## src/rtl/pcheck_if.sv

```systemverilog
// Show-ahead FIFO read port between the receive FIFO (master) and the packet checker (slave).
interface pcheck_if #(
    parameter int unsigned DATA_W = 64
);
    logic              fifo_ne;
    logic [DATA_W-1:0] fifo_rd_data;
    logic              fifo_re;

    modport master (output fifo_ne, output fifo_rd_data, input fifo_re);
    modport slave  (input fifo_ne, input fifo_rd_data, output fifo_re);
endinterface

```

## src/rtl/pcheck.sv

```systemverilog
// Random-packet checker: SOP/header/payload framing, sequence and lane-content checks, saturating stats.
// Optional first-mismatch capture is built when PCHECK_CAPTURE_EN is defined.
module pcheck #(
    parameter int unsigned DATA_W    = 64,
    parameter int unsigned PKT_WORDS = 512,
    parameter int unsigned SEQ_W     = 32,
    parameter int unsigned CNT_W     = 32
) (
    input  logic                         clk,
    input  logic                         reset_l,
    input  logic                         clr,
    pcheck_if.slave                      fifo,
    output logic [CNT_W-1:0]             packet_count,
    output logic [CNT_W-1:0]             good_count,
    output logic [CNT_W-1:0]             error_count,
    output logic [CNT_W-1:0]             content_count,
    output logic [CNT_W-1:0]             short_count,
    output logic [CNT_W-1:0]             seq_count,
    output logic [CNT_W-1:0]             junk_count,
    output logic                         cap_valid,
    output logic [SEQ_W-1:0]             cap_seq,
    output logic [$clog2(PKT_WORDS)-1:0] cap_index,
    output logic [DATA_W-1:0]            cap_expected,
    output logic [DATA_W-1:0]            cap_actual
);

    localparam int unsigned NL = DATA_W / 16;
    localparam int unsigned IW = $clog2(PKT_WORDS);

    typedef enum logic [1:0] {
        IDLE,
        HDR,
        PAYLOAD
    } state_t;

    state_t            state;
    logic [IW-1:0]     cnt;
    logic [SEQ_W-1:0]  last_seq;
    logic [DATA_W-1:0] exp_word;
    logic              perr;
    logic              cseen;

    logic packet_p, good_p, content_p, short_p, seq_p, junk_p, err_p;

    logic [DATA_W-1:0] word;
    logic              is_sop;
    logic              mismatch;
    logic [SEQ_W-1:0]  hdr_seq;
    logic [SEQ_W-1:0]  seq_inc;

    // Lane k of the next expected word is seed+k+1; lane 0 sits in bits [15:0].
    function automatic logic [DATA_W-1:0] lanes_after(input logic [15:0] seed);
        logic [DATA_W-1:0] w;
        w = '0;
        for (int unsigned k = 0; k < NL; k++) begin
            w[16*k +: 16] = seed + 16'(k + 1);
        end
        return w;
    endfunction

    function automatic logic [CNT_W-1:0] sat_inc(input logic [CNT_W-1:0] c, input logic p);
        return (p && (c != '1)) ? c + CNT_W'(1) : c;
    endfunction

    assign fifo.fifo_re = fifo.fifo_ne;
    assign word         = fifo.fifo_rd_data;
    assign is_sop       = &word;
    assign mismatch     = (word != exp_word);
    assign hdr_seq      = word[SEQ_W-1:0];
    assign seq_inc      = last_seq + SEQ_W'(1);

    always_ff @(posedge clk or negedge reset_l) begin
        if (!reset_l) begin
            state     <= IDLE;
            cnt       <= '0;
            last_seq  <= '1;
            exp_word  <= '0;
            perr      <= 1'b0;
            cseen     <= 1'b0;
            packet_p  <= 1'b0;
            good_p    <= 1'b0;
            content_p <= 1'b0;
            short_p   <= 1'b0;
            seq_p     <= 1'b0;
            junk_p    <= 1'b0;
            err_p     <= 1'b0;
        end else begin
            packet_p  <= 1'b0;
            good_p    <= 1'b0;
            content_p <= 1'b0;
            short_p   <= 1'b0;
            seq_p     <= 1'b0;
            junk_p    <= 1'b0;
            err_p     <= 1'b0;
            if (fifo.fifo_ne) begin
                if (is_sop) begin
                    state    <= HDR;
                    cnt      <= IW'(PKT_WORDS - 3);
                    packet_p <= 1'b1;
                    perr     <= 1'b0;
                    cseen    <= 1'b0;
                    short_p  <= (state != IDLE);
                    err_p    <= (state != IDLE);
                end else begin
                    case (state)
                        HDR: begin
                            last_seq <= hdr_seq;
                            exp_word <= lanes_after(word[DATA_W-1 -: 16]);
                            state    <= PAYLOAD;
                            if (hdr_seq != seq_inc) begin
                                seq_p <= 1'b1;
                                err_p <= 1'b1;
                                perr  <= 1'b1;
                            end
                        end
                        PAYLOAD: begin
                            // Expectation chains from the previous expectation, never from received data.
                            exp_word <= lanes_after(exp_word[DATA_W-1 -: 16]);
                            if (mismatch) begin
                                perr  <= 1'b1;
                                cseen <= 1'b1;
                                if (!cseen) begin
                                    content_p <= 1'b1;
                                    err_p     <= 1'b1;
                                end
                            end
                            if (cnt == '0) begin
                                state  <= IDLE;
                                good_p <= !(perr || mismatch);
                            end else begin
                                cnt <= cnt - IW'(1);
                            end
                        end
                        default: junk_p <= 1'b1;
                    endcase
                end
            end
            if (clr) begin
                packet_p  <= 1'b0;
                good_p    <= 1'b0;
                content_p <= 1'b0;
                short_p   <= 1'b0;
                seq_p     <= 1'b0;
                junk_p    <= 1'b0;
                err_p     <= 1'b0;
            end
        end
    end

    always_ff @(posedge clk or negedge reset_l) begin
        if (!reset_l) begin
            packet_count  <= '0;
            good_count    <= '0;
            error_count   <= '0;
            content_count <= '0;
            short_count   <= '0;
            seq_count     <= '0;
            junk_count    <= '0;
        end else if (clr) begin
            packet_count  <= '0;
            good_count    <= '0;
            error_count   <= '0;
            content_count <= '0;
            short_count   <= '0;
            seq_count     <= '0;
            junk_count    <= '0;
        end else begin
            packet_count  <= sat_inc(packet_count, packet_p);
            good_count    <= sat_inc(good_count, good_p);
            error_count   <= sat_inc(error_count, err_p);
            content_count <= sat_inc(content_count, content_p);
            short_count   <= sat_inc(short_count, short_p);
            seq_count     <= sat_inc(seq_count, seq_p);
            junk_count    <= sat_inc(junk_count, junk_p);
        end
    end

`ifdef PCHECK_CAPTURE_EN
    logic [SEQ_W-1:0]  mm_seq;
    logic [IW-1:0]     mm_index;
    logic [DATA_W-1:0] mm_exp;
    logic [DATA_W-1:0] mm_act;

    // Stage the details alongside content_p so the capture lines up with the counter update.
    always_ff @(posedge clk or negedge reset_l) begin
        if (!reset_l) begin
            mm_seq   <= '0;
            mm_index <= '0;
            mm_exp   <= '0;
            mm_act   <= '0;
        end else if (fifo.fifo_ne && !is_sop && (state == PAYLOAD) && mismatch && !cseen) begin
            mm_seq   <= last_seq;
            mm_index <= IW'(PKT_WORDS - 3) - cnt;
            mm_exp   <= exp_word;
            mm_act   <= word;
        end
    end

    always_ff @(posedge clk or negedge reset_l) begin
        if (!reset_l) begin
            cap_valid    <= 1'b0;
            cap_seq      <= '0;
            cap_index    <= '0;
            cap_expected <= '0;
            cap_actual   <= '0;
        end else if (clr) begin
            cap_valid    <= 1'b0;
            cap_seq      <= '0;
            cap_index    <= '0;
            cap_expected <= '0;
            cap_actual   <= '0;
        end else if (content_p && !cap_valid) begin
            cap_valid    <= 1'b1;
            cap_seq      <= mm_seq;
            cap_index    <= mm_index;
            cap_expected <= mm_exp;
            cap_actual   <= mm_act;
        end
    end
`else
    assign cap_valid    = 1'b0;
    assign cap_seq      = '0;
    assign cap_index    = '0;
    assign cap_expected = '0;
    assign cap_actual   = '0;
`endif

endmodule

```

## src/flat_wrapper.sv

```systemverilog
// flat-port wrapper written by rule: the top's interface ports become plain ports
module pcheck_flat 
#(
    parameter int unsigned DATA_W    = 64,
    parameter int unsigned PKT_WORDS = 512,
    parameter int unsigned SEQ_W     = 32,
    parameter int unsigned CNT_W     = 32
)
  (clk, reset_l, clr, packet_count, good_count, error_count, content_count, short_count, seq_count, junk_count, cap_valid, cap_seq, cap_index, cap_expected, cap_actual, fifo_fifo_ne, fifo_fifo_rd_data, fifo_fifo_re);
  pcheck_if #(.DATA_W(DATA_W)) fifo_i ();
  input  logic clk;
  input  logic reset_l;
  input  logic clr;
  output logic [CNT_W-1:0] packet_count;
  output logic [CNT_W-1:0] good_count;
  output logic [CNT_W-1:0] error_count;
  output logic [CNT_W-1:0] content_count;
  output logic [CNT_W-1:0] short_count;
  output logic [CNT_W-1:0] seq_count;
  output logic [CNT_W-1:0] junk_count;
  output logic cap_valid;
  output logic [SEQ_W-1:0] cap_seq;
  output logic [$clog2(PKT_WORDS)-1:0] cap_index;
  output logic [DATA_W-1:0] cap_expected;
  output logic [DATA_W-1:0] cap_actual;
  input wire logic [$bits(fifo_i.fifo_ne)-1:0] fifo_fifo_ne;
  input wire logic [$bits(fifo_i.fifo_rd_data)-1:0] fifo_fifo_rd_data;
  output wire logic [$bits(fifo_i.fifo_re)-1:0] fifo_fifo_re;
  assign fifo_i.fifo_ne = fifo_fifo_ne;
  assign fifo_i.fifo_rd_data = fifo_fifo_rd_data;
  assign fifo_fifo_re = fifo_i.fifo_re;
  pcheck #(.DATA_W(DATA_W), .PKT_WORDS(PKT_WORDS), .SEQ_W(SEQ_W), .CNT_W(CNT_W)) u_core (.clk(clk), .reset_l(reset_l), .clr(clr), .fifo(fifo_i), .packet_count(packet_count), .good_count(good_count), .error_count(error_count), .content_count(content_count), .short_count(short_count), .seq_count(seq_count), .junk_count(junk_count), .cap_valid(cap_valid), .cap_seq(cap_seq), .cap_index(cap_index), .cap_expected(cap_expected), .cap_actual(cap_actual));
endmodule
```

## config.mk

```make
export PLATFORM = sky130hd
export DESIGN_NAME = pcheck_flat
export DESIGN_NICKNAME = d
export VERILOG_FILES = /design/src/rtl/pcheck_if.sv /design/src/rtl/pcheck.sv /design/src/flat_wrapper.sv
export SDC_FILE = /design/constraint.sdc
export NUM_CORES = 1
export LEC_CHECK = 0
export CAP_MARGIN = 20
export CELL_PAD_IN_SITES_DETAIL_PLACEMENT = 1
export CELL_PAD_IN_SITES_GLOBAL_PLACEMENT = 2
export CORE_AREA = 3 3 226 228
export CTS_BUF_LIST = sky130_fd_sc_hd__clkbuf_4
export CTS_CLUSTER_DIAMETER = 120
export DETAILED_ROUTE_END_ITERATION = 12
export DIE_AREA = 0 0 229 231
export DONT_BUFFER_PORTS = 1
export GPL_TIMING_DRIVEN = 0
export PLACE_DENSITY_LB_ADDON = 0.1
export SLEW_MARGIN = 25
export SYNTH_ARGS = -nofsm -noshare
export SYNTH_HDL_FRONTEND = slang
export SYNTH_SLANG_ARGS = --single-unit
```

## constraint.sdc

```tcl
create_clock -name clk -period 6.7 [get_ports clk]
set_clock_uncertainty 0.05 [all_clocks]
set_input_delay 0.67 -clock clk [delete_from_list [all_inputs] [get_ports clk]]
set_output_delay 0.67 -clock clk [all_outputs]
set_load 0.02 [all_outputs]
```

==> results of run 1 <==
## cells by family after synthesis
family / Yosys count / share of synthesized area [%]
DFF: 339 / 43.3
AOI/OAI and AO/OA: 181 / 5.14
other: 1 / 0.0191
and+or+nand+nor: 916 / 22.9
xor gates and xnor gates: 349 / 15.5
buffers and inverters: 289 / 8.82
adders and majority gates: 17 / 1.08
muxes: 57 / 3.15
## cells in the mapped netlist, types with 4 or more instances
cell,number,share of area (%)
sky130_fd_sc_hd__a211oi_1,4,0.15
sky130_fd_sc_hd__a21oi_1,46,1.2
sky130_fd_sc_hd__a31oi_1,4,0.13
sky130_fd_sc_hd__and2_1,16,0.51
sky130_fd_sc_hd__and3_1,30,0.95
sky130_fd_sc_hd__and4_1,29,1.3
sky130_fd_sc_hd__buf_4,172,6.6
sky130_fd_sc_hd__clkbuf_1,70,1.3
sky130_fd_sc_hd__dfrtp_1,307,39
sky130_fd_sc_hd__dfstp_2,32,4.3
sky130_fd_sc_hd__ha_1,17,1.1
sky130_fd_sc_hd__inv_1,44,0.84
sky130_fd_sc_hd__mux2_2,36,2.1
sky130_fd_sc_hd__mux2i_1,20,1.0
sky130_fd_sc_hd__nand2_1,201,3.8
sky130_fd_sc_hd__nand2b_1,6,0.19
sky130_fd_sc_hd__nand3_1,95,2.4
sky130_fd_sc_hd__nand4_1,110,3.5
sky130_fd_sc_hd__nor2_1,258,4.9
sky130_fd_sc_hd__nor2b_1,5,0.16
sky130_fd_sc_hd__nor3_1,55,1.4
sky130_fd_sc_hd__nor3b_1,4,0.15
sky130_fd_sc_hd__nor4_1,32,1.0
sky130_fd_sc_hd__o211ai_1,4,0.15
sky130_fd_sc_hd__o21ai_0,80,2.0
sky130_fd_sc_hd__o21ai_1,19,0.48
sky130_fd_sc_hd__or2_1,4,0.13
sky130_fd_sc_hd__or2_2,5,0.16
sky130_fd_sc_hd__or3_1,43,1.4
sky130_fd_sc_hd__or4_1,7,0.27
sky130_fd_sc_hd__xnor2_1,178,7.9
sky130_fd_sc_hd__xor2_1,171,7.6
## metal layers
metal | wire (microns) | vias to the layer above
li1 | - | 7667
met1 | 26400 | 8075
met2 | 32000 | 478
met3 | 5250 | 105
met4 | 1530 | 0
met5 | 0 | -
## power breakdown
part	internal [mW]	switching (mW)	total, mW
sequential	2.42	0.293	2.71
combinational	0.811	1.26	2.07
clock	1.09	0.968	2.06
total	4.32	2.52	6.84
## cell type report
type                    instances  area share (%)
well taps                     664            3.64
flip-flops and latches        339            37.4
clock buffers                 155            5.10
clock inverters                30           0.697
inverters                      44           0.724
repair buffers                 33            1.45
diodes                          3          0.0329
plain buffers                 245            6.88
multi-input cells            1690            44.1
## registers in the layout, summed over array words and instances, names as in the netlist, 2 cells and up
register              count
u_core.content_count     32
u_core.cnt                9
u_core.good_count        32
u_core.error_count       32
u_core.short_count       32
u_core.packet_count      32
u_core.last_seq          32
u_core.exp_word          63
u_core.junk_count        32
u_core.state              2
u_core.seq_count         32
## how the worst max path moves through the flow
stage | to | cells past startpoint | slack (ps) | from
after floorplan | u_core.exp_word[30] | 18 | 2040 | u_core.state[0]
after global placement | u_core.exp_word[12] | 18 | 810 | u_core.state[0]
after detailed placement | u_core.exp_word[12] | 18 | 730 | u_core.state[0]
after CTS | u_core.exp_word[12] | 18 | 710 | u_core.state[0]
after global routing | u_core.exp_word[12] | 18 | 430 | u_core.state[0]
final | u_core.exp_word[12] | 18 | 610 | u_core.state[0]
## through the flow
stage          instance area (sq um)  hold slack [ps]  utilization (%)
2_1_floorplan                  20300              324                -
6_report                       22800             -528             46.5
5_1_grt                        22800             -633             46.5
3_3_place_gp                   21100              336             43.1
3_5_place_dp                   21100              336             43.1
4_1_cts                        22800             -632             46.5
## critical path, stage by stage (launching register included)
cell and delay (ps):
sky130_fd_sc_hd__dfrtp_1 380, sky130_fd_sc_hd__inv_1 100, sky130_fd_sc_hd__ha_1 180, sky130_fd_sc_hd__buf_4 160, sky130_fd_sc_hd__clkbuf_1 680, sky130_fd_sc_hd__clkbuf_1 640
sky130_fd_sc_hd__mux2i_1 380, sky130_fd_sc_hd__inv_1 260, sky130_fd_sc_hd__ha_1 340, sky130_fd_sc_hd__or3b_1 360, sky130_fd_sc_hd__buf_2 180, sky130_fd_sc_hd__or3_1 370
sky130_fd_sc_hd__buf_2 160, sky130_fd_sc_hd__or3_1 360, sky130_fd_sc_hd__buf_2 180, sky130_fd_sc_hd__or3_1 460, sky130_fd_sc_hd__or2_1 260, sky130_fd_sc_hd__xnor2_1 350
sky130_fd_sc_hd__o21ai_1 90
==> results.sh, run 1 <==
export IMPL_outcome="complete, but fails checks"
export IMPL_failed_checks="hold timing"
export IMPL_gp_routability_congestion=0.920
export IMPL_cts_reportedPaths_clkPinSlew_ps=70
export IMPL_dr_total_vias=16300
export IMPL_r2r_end="u_core.exp_word[12]"
export IMPL_hold_violations=327
export IMPL_slew_headroom_pct=27.6
export IMPL_grt_ovfl_total=0
export IMPL_setup_worst_path_class="flop to flop"
export IMPL_drtAntennaViolNets=0
export IMPL_vias_per_cell=5.10
export IMPL_synthesis_yosys_warnings=0
export IMPL_totalNegativeSetupSlack_ps=0
export IMPL_setup_worst_path_start_class="flop"
export IMPL_fin_worst_hold_slack_ps=-528
export IMPL_total_leakage_power_nw=9.90
export IMPL_nFillCells=5924
export IMPL_place_worst_setup_slack_ps=733
export IMPL_cts_resized_gates=0
export IMPL_largest_net_degree_at_the_start_of_global_routing=340
export IMPL_cts_max_path_buffers=3
export IMPL_port_buf_inserts=0
export IMPL_floorplan_die_width_microns=229
export IMPL_drt_pre_antenna_iters=5
export IMPL_drive_above_1_share_pct=16.7
export IMPL_place_hpwl_microns=47600
export IMPL_setup_slack_of_the_critical_path_after_layout_ps=612
export IMPL_powerDensity_nw_per_um2=300
export IMPL_clk_insertion_delay_late_ps=840
export IMPL_layout_worst_path_cycle_share_pct=90.9
export IMPL_reg2reg_slack_ps=610
export IMPL_rsz_0062_raised_after_global_routing="no"
export IMPL_grt_pass1_vias=17100
export IMPL_busiest_layer="met2"
export IMPL_cts_tree="yes"
export IMPL_floorplan_row_count=81
export IMPL_maxSlewViolCount=0
export IMPL_dr_first_iter_drc_count=758
export IMPL_grt_pass1_wl_microns=101000
export IMPL_layout_commonest_cell="sky130_fd_sc_hd__dfrtp_1"
export IMPL_post_synthesis_instance_total=2149
export IMPL_postSynth_topFlopCell="sky130_fd_sc_hd__dfrtp_1"
export IMPL_number_of_buffers_inserted_by_post_cts_setup_repair=0
export IMPL_postCtsHoldBufs=33
export IMPL_final_net_count=2538
export IMPL_final_min_clock_period_ps=6090
export IMPL_finalNonFillerCells=3203
export IMPL_layout_common_cells="307 x sky130_fd_sc_hd__dfrtp_1, 258 x sky130_fd_sc_hd__nor2_1, 201 x sky130_fd_sc_hd__nand2_1"
export IMPL_cts_buffers_inserted=100
export IMPL_finalSetupViolCount=0
export IMPL_grt_antenna_before_repair=2
export IMPL_effective_utilization_at_floorplan_pct=40.1
export IMPL_global_route_usage_total_pct=24.2
export IMPL_max_clock_freq_mhz=164
export IMPL_remaining_drc_errors=0
export IMPL_synth_area_sq_um=19700
export IMPL_multiInputGateArea_sq_um=10100
export IMPL_die_area_sq_um=52900
export IMPL_seq_area_frac_synth_pct=43.3
export IMPL_cp_max_fo=10
export IMPL_hp_class="input port to async pin"
export IMPL_cts_htree_levels=3
export IMPL_core_sq_um=49100
export IMPL_grt_util_met1_pct=29.0
export IMPL_worst_slew_pin_slew_ps=1060
export IMPL_maxCapViolations=0
export IMPL_placed_cells_incl_taps=2982
export IMPL_asyncSetResetFlopFracSynth_pct=100
export IMPL_pin_count=463
export IMPL_final_seq_area_sq_um=8520
export IMPL_flop_and_latch_count_out_of_synthesis=339
export IMPL_cts_sink_count=339
export IMPL_floorplan_die_height_microns=231
export IMPL_clock_root_buffer="sky130_fd_sc_hd__clkbuf_4"
export IMPL_cp_data_arrival_time_ps=6720
export IMPL_timing_reg2reg_worst_path_depth=18
export IMPL_netlist_cell_type_count=60
export IMPL_route_detailed_wl_per_inst_microns=20.3
export IMPL_syn_avg_cell_area_sq_um=9.15
export IMPL_overall_power_after_layout_mw=6.84
export IMPL_post_synth_edffs=0
export IMPL_flow_area_growth_from_synthesis_pct=16.0
export IMPL_finalWirelength_microns=65100
export IMPL_groute_layer_met3_usage_pct=8.48
export IMPL_global_route_usage_met2_pct=41.0
export IMPL_crit_path_end_kind="flop"
export IMPL_endpoint_required_time_on_the_critical_path_ps=7330
export IMPL_ir_drop_mv=0.169
export IMPL_rr_startpoint="u_core.state[0]"
Note: power is estimated with default switching activity, not from simulation.
==> run 2, diff against run 1 <==
--- a/config.mk
+++ b/config.mk
@@ -11,6 +11,7 @@
 export CORE_AREA = 3 3 226 228
 export CTS_BUF_LIST = sky130_fd_sc_hd__clkbuf_4
 export CTS_CLUSTER_DIAMETER = 120
+export CTS_CLUSTER_SIZE = 30
 export DETAILED_ROUTE_END_ITERATION = 12
 export DIE_AREA = 0 0 229 231
 export DONT_BUFFER_PORTS = 1
==> run 2 against run 1 <==
  * The run still ends with hold timing left
  * Total power down 18%
  * Count of clock-buffer cells in the layout decreased by 137
  * Worst setup slack worse by 55 ps
  * Critical path type unchanged
  * Largest cell class unchanged
  * Highest routed layer unchanged
==> results.sh, run 2 (same netlist as run 1, synthesis figures left out) <==
export IMPL_p_comb_share_pct=36.9
export IMPL_design_area_sq_um=21700
export IMPL_cts_max_path_buffers=3
export IMPL_layout_common_cells="307 x sky130_fd_sc_hd__dfrtp_1, 258 x sky130_fd_sc_hd__nor2_1, 201 x sky130_fd_sc_hd__nand2_1"
export IMPL_hold_violations=329
export IMPL_overall_power_after_layout_mw=5.61
export IMPL_setup_worst_path_start_class="flop"
export IMPL_rr_startpoint="u_core.state[0]"
export IMPL_grt_pass1_wl_microns=97600
export IMPL_clk_insertion_delay_late_ps=860
export IMPL_maxSlewViolCount=0
export IMPL_remaining_drc_errors=0
export IMPL_totalNegativeSetupSlack_ps=0
export IMPL_finalNonFillerCells=3039
export IMPL_floorplan_die_height_microns=231
export IMPL_nFillCells=5880
export IMPL_total_leakage_power_nw=9.22
export IMPL_cts_tree="yes"
export IMPL_cts_resized_gates=0
export IMPL_endpoint_required_time_on_the_critical_path_ps=7370
export IMPL_ir_drop_mv=0.167
export IMPL_die_area_sq_um=52900
export IMPL_p_sw_share_pct=39.9
export IMPL_cp_data_arrival_time_ps=6820
export IMPL_cts_buffers_inserted=16
export IMPL_cp_max_fo=10
export IMPL_dr_total_vias=15700
export IMPL_worst_slew_pin_slew_ps=1030
export IMPL_number_of_buffers_inserted_by_post_cts_setup_repair=0
export IMPL_seqPwrFrac_pct=48.2
export IMPL_flip_flop_count_of_the_largest_register_all_copies_and_words_added=63
export IMPL_flow_area_growth_from_synthesis_pct=10.2
export IMPL_outcome="complete, but fails checks"
export IMPL_timing_critical_path_from="u_core.state[0]"
export IMPL_drt_pre_antenna_iters=4
export IMPL_gp_routability_congestion=0.920
export IMPL_final_min_clock_period_ps=6140
export IMPL_vias_per_cell=5.18
export IMPL_grt_antenna_before_repair=1
export IMPL_layout_commonest_cell="sky130_fd_sc_hd__dfrtp_1"
export IMPL_cts_reportedPaths_clkPinSlew_ps=360
export IMPL_p_int_mw=3.37
export IMPL_port_buf_inserts=0
export IMPL_crit_path_end_kind="flop"
export IMPL_max_clock_freq_mhz=163
export IMPL_finalSetupViolCount=0
export IMPL_powerDensity_nw_per_um2=259
export IMPL_top_register="u_core.exp_word"
export IMPL_drive_above_1_share_pct=11.9
export IMPL_final_net_count=2454
export IMPL_failed_checks="hold timing"
export IMPL_drtAntennaViolNets=0
export IMPL_layout_worst_path_cycle_share_pct=91.7
export IMPL_pin_count=463
export IMPL_cp_endpoint="u_core.exp_word[12]"
export IMPL_maxCapViolations=0
export IMPL_grt_ovfl_total=0
export IMPL_fin_worst_hold_slack_ps=-548
export IMPL_route_detailed_wl_per_inst_microns=20.9
export IMPL_cts_sink_count=339
export IMPL_clock_root_buffer="sky130_fd_sc_hd__clkbuf_4"
export IMPL_reg2reg_slack_ps=560
export IMPL_timing_reg2reg_worst_path_depth=18
export IMPL_dr_first_iter_drc_count=694
export IMPL_floorplan_row_count=81
export IMPL_grt_pass1_vias=16200
export IMPL_hp_class="input port to async pin"
export IMPL_placed_cells_incl_taps=2982
export IMPL_slew_headroom_pct=29.4
export IMPL_r2r_end="u_core.exp_word[12]"
export IMPL_cts_htree_levels=1
export IMPL_largest_net_degree_at_the_start_of_global_routing=340
export IMPL_finalWirelength_microns=63400
export IMPL_rsz_0062_raised_after_global_routing="no"
export IMPL_postCtsHoldBufs=33
export IMPL_placement_cell_area_sq_um=21100
export IMPL_effective_utilization_at_floorplan_pct=40.1
export IMPL_place_hpwl_microns=47600
export IMPL_floorplan_die_width_microns=229
export IMPL_power_net_switching_mw=2.24
export IMPL_global_route_usage_total_pct=23.2
export IMPL_core_sq_um=49100
export IMPL_share_clk_of_total_power_pct=14.9
export IMPL_setup_worst_path_class="flop to flop"
==> run 2: final cells by class <==
| type | instances | area [sq um] | share of cell area [%] |
|---|---|---|---|
| clock inverter | 5 | 57.6 | 0.266 |
| tap | 664 | 831 | 3.83 |
| timing repair buffer | 33 | 330 | 1.52 |
| antenna | 1 | 2.50 | 0.0115 |
| sequential | 339 | 8520 | 39.3 |
| multi-input combinational | 1690 | 10100 | 46.4 |
| clock buffer | 18 | 135 | 0.623 |
| inverter | 44 | 165 | 0.762 |
| buffer | 245 | 1570 | 7.24 |
==> run 2: power by group through the flow <==
| stage | logic (mW) | clock network (mW) | registers (mW) |
|---|---|---|---|
| 3_3_place_gp | 1.98 | 0 | 2.72 |
| 4_1_cts | 2.05 | 0.892 | 2.70 |
| 3_5_place_dp | 2.02 | 0 | 2.74 |
| 2_1_floorplan | 1.50 | 0 | 2.65 |
| 6_report | 2.07 | 0.838 | 2.71 |
| 5_1_grt | 2.26 | 0.946 | 2.75 |
==> run 2: routing by layer <==
| layer | GRT usage [%] | part of all wire [%] | vias to the layer above |
|---|---|---|---|
| met5 | 0 | 0 | - |
| met4 | 4.20 | 1.6 | 0 |
| met3 | 6.19 | 6.9 | 45 |
| met2 | 40.5 | 50 | 383 |
| met1 | 29.2 | 42 | 7911 |
| li1 | - | - | 7403 |
==> run 2: worst min-delay path by stage <==
stage,cells past startpoint,startpoint,end,slack (ps)
6_report,0,reset_l,u_core.content_count[29],-550
3_3_place_gp,0,reset_l,u_core.error_count[4],340
4_1_cts,0,reset_l,u_core.error_count[4],-650
2_1_floorplan,0,reset_l,u_core.cnt[0],320
5_1_grt,0,reset_l,u_core.error_count[4],-660
3_5_place_dp,0,reset_l,u_core.error_count[4],340
==> run 2: critical path, stage by stage, from the launching register on <==
cell	delay, ps
sky130_fd_sc_hd__dfrtp_1	460
sky130_fd_sc_hd__inv_1	100
sky130_fd_sc_hd__ha_1	180
sky130_fd_sc_hd__buf_4	160
sky130_fd_sc_hd__clkbuf_1	670
sky130_fd_sc_hd__clkbuf_1	610
sky130_fd_sc_hd__mux2i_1	380
sky130_fd_sc_hd__inv_1	260
sky130_fd_sc_hd__ha_1	340
sky130_fd_sc_hd__or3b_1	370
sky130_fd_sc_hd__buf_2	180
sky130_fd_sc_hd__or3_1	370
sky130_fd_sc_hd__buf_2	160
sky130_fd_sc_hd__or3_1	360
sky130_fd_sc_hd__buf_2	180
sky130_fd_sc_hd__or3_1	460
sky130_fd_sc_hd__or2_1	260
sky130_fd_sc_hd__xnor2_1	350
sky130_fd_sc_hd__o21ai_1	90
==> run 2: metrics by stage <==
stage	utilization, %	setup slack [ps]
3_3_place_gp	43.1	805
6_report	44.2	557
4_1_cts	44.2	645
5_1_grt	44.2	346
3_5_place_dp	43.1	733
2_1_floorplan	-	2040
==> RTL edit 1: new RTL, settings of run 2 <==
Build with the macro `PCHECK_CAPTURE_EN` defined.
--- a/src/rtl/pcheck.sv
+++ b/src/rtl/pcheck.sv
@@ -1,5 +1,7 @@
 // Random-packet checker: SOP/header/payload framing, sequence and lane-content checks, saturating stats.
 // Optional first-mismatch capture is built when PCHECK_CAPTURE_EN is defined.
+`define PCHECK_CAPTURE_EN
+
 module pcheck #(
     parameter int unsigned DATA_W    = 64,
     parameter int unsigned PKT_WORDS = 512,
Formal check against the unedited RTL: same outputs for any inputs over 4 cycles, from zero or initial values and one cycle with reset_l low; that may be too few to reach the edited logic, so the function may still have changed.
==> RTL edit 1 against run 2 <==
The flow now stops in 3_1_place_gp_skip_io; area after synthesis grew 56%.
==> RTL edit 1: results <==
[run_status]
run_status = "stopped before the end"
stop_stage = "3_1_place_gp_skip_io"
first-error = "[ERROR FLW-0024] Place density exceeds 1.0 (current PLACE_DENSITY_LB_ADDON =  0.1). Please check if the value of  PLACE_DENSITY_LB_ADDON is between 0 and 0.99."

[synth]
synth.top_cells.by_count = "644 x dfrtp_1, 265 x nor2_1, 207 x mux2_2, 183 x nand2_1, 180 x xor2_1"
synth.lib_cells_used.distinct = 71
synth.yosys.seq_area_share = 0.554
dominant_cell_type_by_area_after_synthesis = "dfrtp_1"
yosysWarningCount = 0
synth_nets = 2811
synthesis.instances = 2723
postSynthRegisterBits = 676
async_reset_ff_frac = 1.00
post_synth_main_area_contributors = "dfrtp_1 53%, mux2_2 7.6%, xor2_1 5.1%, a22o_1 4.8%, xnor2_1 4.7%"

[floorplan]
die_width_um = 229
## RTL edit 1: changes by cell type after synthesis, moves of 22 or more
cell	before	now
buf_4	172	2
o21ai_0	80	107
a22o_1	0	169
mux2_2	36	207
nand3_1	95	117
clkbuf_1	70	109
dfrtp_1	307	644
## RTL edit 1: cells by family after synthesis
kind of cell | Yosys count | synth area share
xor+xnor | 345 | 0.0987
simple gates | 915 | 0.148
mux | 228 | 0.0834
compound gates | 361 | 0.0842
flops | 676 | 0.554
fa+ha+maj | 20 | 0.00817
buf+inv | 178 | 0.0235
==> RTL edit 2: new RTL, flow settings as in run 2 <==
Made on the original files. Register the output `short_count` once more; this adds one clock of latency there. The other outputs are not delayed to match.
--- a/src/rtl/pcheck.sv
+++ b/src/rtl/pcheck.sv
@@ -32,6 +32,8 @@
         HDR,
         PAYLOAD
     } state_t;
+
+    logic [CNT_W-1:0] short_count_s0;
 
     state_t            state;
     logic [IW-1:0]     cnt;
@@ -153,7 +155,7 @@
             good_count    <= '0;
             error_count   <= '0;
             content_count <= '0;
-            short_count   <= '0;
+            short_count_s0 <= '0;
             seq_count     <= '0;
             junk_count    <= '0;
         end else if (clr) begin
@@ -161,7 +163,7 @@
             good_count    <= '0;
             error_count   <= '0;
             content_count <= '0;
-            short_count   <= '0;
+            short_count_s0 <= '0;
             seq_count     <= '0;
             junk_count    <= '0;
         end else begin
@@ -169,7 +171,7 @@
             good_count    <= sat_inc(good_count, good_p);
             error_count   <= sat_inc(error_count, err_p);
             content_count <= sat_inc(content_count, content_p);
-            short_count   <= sat_inc(short_count, short_p);
+            short_count_s0 <= sat_inc(short_count_s0, short_p);
             seq_count     <= sat_inc(seq_count, seq_p);
             junk_count    <= sat_inc(junk_count, junk_p);
         end
@@ -225,5 +227,9 @@
     assign cap_actual   = '0;
 `endif
 
+    always_ff @(posedge clk) begin
+        short_count <= short_count_s0;
+    end
+
 endmodule
 
Formal check against the unedited RTL: not equivalent (a bounded check fails within 4 cycles, from zero or initial values and one cycle with reset_l low).
==> RTL edit 2 against run 2 <==
The flow still finishes with violations (negative hold slack); critical path depth decreased by 3; core utilization up 1.6 points; area after synthesis rose by 3.9%; non-clock buffer count decreased by 7; wire length is 1.2% higher; maximum frequency is 26% higher; sequential cell count is 32 higher; setup slack improved by 1300 ps; final area grew 3.7%; count of clock-buffer cells in the layout up 7; highest routed layer is now met5.
Power is not compared: it rests on default switching activity, and its combinational part moved more than twofold at a synthesized area within 25%.
==> RTL edit 2: results <==
[finish]
nets = 2481
nonClkBufAreaFrac = 0.0826
final-clk-cell-share = 0.0105
drive_above_1_share = 0.123
comb.multi_input.count = 1697
register_area_mm2 = 0.00916
final.fill_count = 5771

[synth]
synth_compound_area_frac = 0.0567
async_reset_ff_frac = 0.914
yosys.area_share.xor_xnor = 0.142
post_synth_main_area_contributors = "dfrtp_1 38%, xnor2_1 7.6%, xor2_1 6.6%, buf_4 6.4%, nor2_1 4.7%"
synthMuxAreaShare = 0.0337
synth.yosys.seq_area_share = 0.448
synth.top_cells.by_count = "307 x dfrtp_1, 256 x nor2_1, 182 x nand2_1, 177 x xnor2_1, 173 x buf_4"

[detailed_routing]
detailed_route_wl_um = 64200
detailedRoute.firstIterationViolations = 847
drt-pass1-iter-count = 5

[clocking]
cts_hold_repair.buffers = 30

[place]
pre_cts_ws_ps = 1940
routability_congestion_estimate = 0.884

[sta]
timing.hold.ws_ps = -542
final_hold_viol_count = 310
worst_pin_slew_ps = 1290

[setup_path]
timing.critical_path.arrival_ps = 5580

[run_status]
violations_in_the_final_reports = "negative hold slack"
run_status = "finished with violations"

[global_route]
grt_first_pass_wirelength_um = 99600
-- RTL edit 2: cell types whose count changed in the layout (fill, tap and decap cells not counted), moves of 7 or more --
cell      delta
nor4_1      -11
nor3_1      -10
clkbuf_1    -10
clkbuf_4     +7
o21ai_0     +30
xor2_1      -17
nand3_1      +8
and4_1      +11
o21ai_1     -18
and3_1      +15
dfxtp_1     +32
nand2_1     -19
-- RTL edit 2: stage by stage --
| stage | instances | cell area (µm²) |
|---|---|---|
| 2_1_floorplan | 2348 | 21100 |
| 4_1_cts | 3070 | 22400 |
| 3_3_place_gp | 3012 | 21900 |
| 3_5_place_dp | 3012 | 21900 |
| 6_report | 3075 | 22500 |
| 5_1_grt | 3072 | 22500 |
-- RTL edit 2: final timing paths --
check	cells past startpoint	startpoint	end	slack, ps
max reg2reg	15	u_core.state[0]	u_core.exp_word[14]	1820
max in group asynchronous	0	reset_l	u_core.short_count_s0[15]	6100
min in group clk	2	fifo_fifo_ne	u_core.cseen	220
min reg2reg	0	u_core.short_count_s0[8]	u_core.short_count[8]	410
min	0	reset_l	u_core.content_count[22]	-540
max	15	u_core.state[0]	u_core.exp_word[14]	1820
-- RTL edit 2: per-layer routing --
metal	GRT usage	share of wire	wire length, µm
met5	0	0.00020	13
met4	0.0498	0.021	1330
met3	0.0566	0.067	4310
met2	0.417	0.50	32200
met1	0.297	0.41	26300
-- RTL edit 2: power by group through the flow --
stage,combinational [mW],clock [mW],sequential (mW)
after floorplan,0.257,0,2.28
after global placement,0.303,0,2.28
after detailed placement,0.303,0,2.28
after CTS,0.322,0.970,2.25
after global routing,0.357,1.05,2.25
final,0.332,0.916,2.25
-- RTL edit 2: repair_timing --
action | in CTS | in global routing
buffers inserted | 0 | 0
resized for setup | 0 | 0
hold endpoints to repair | 369 | 339
setup endpoints to repair | 0 | 0
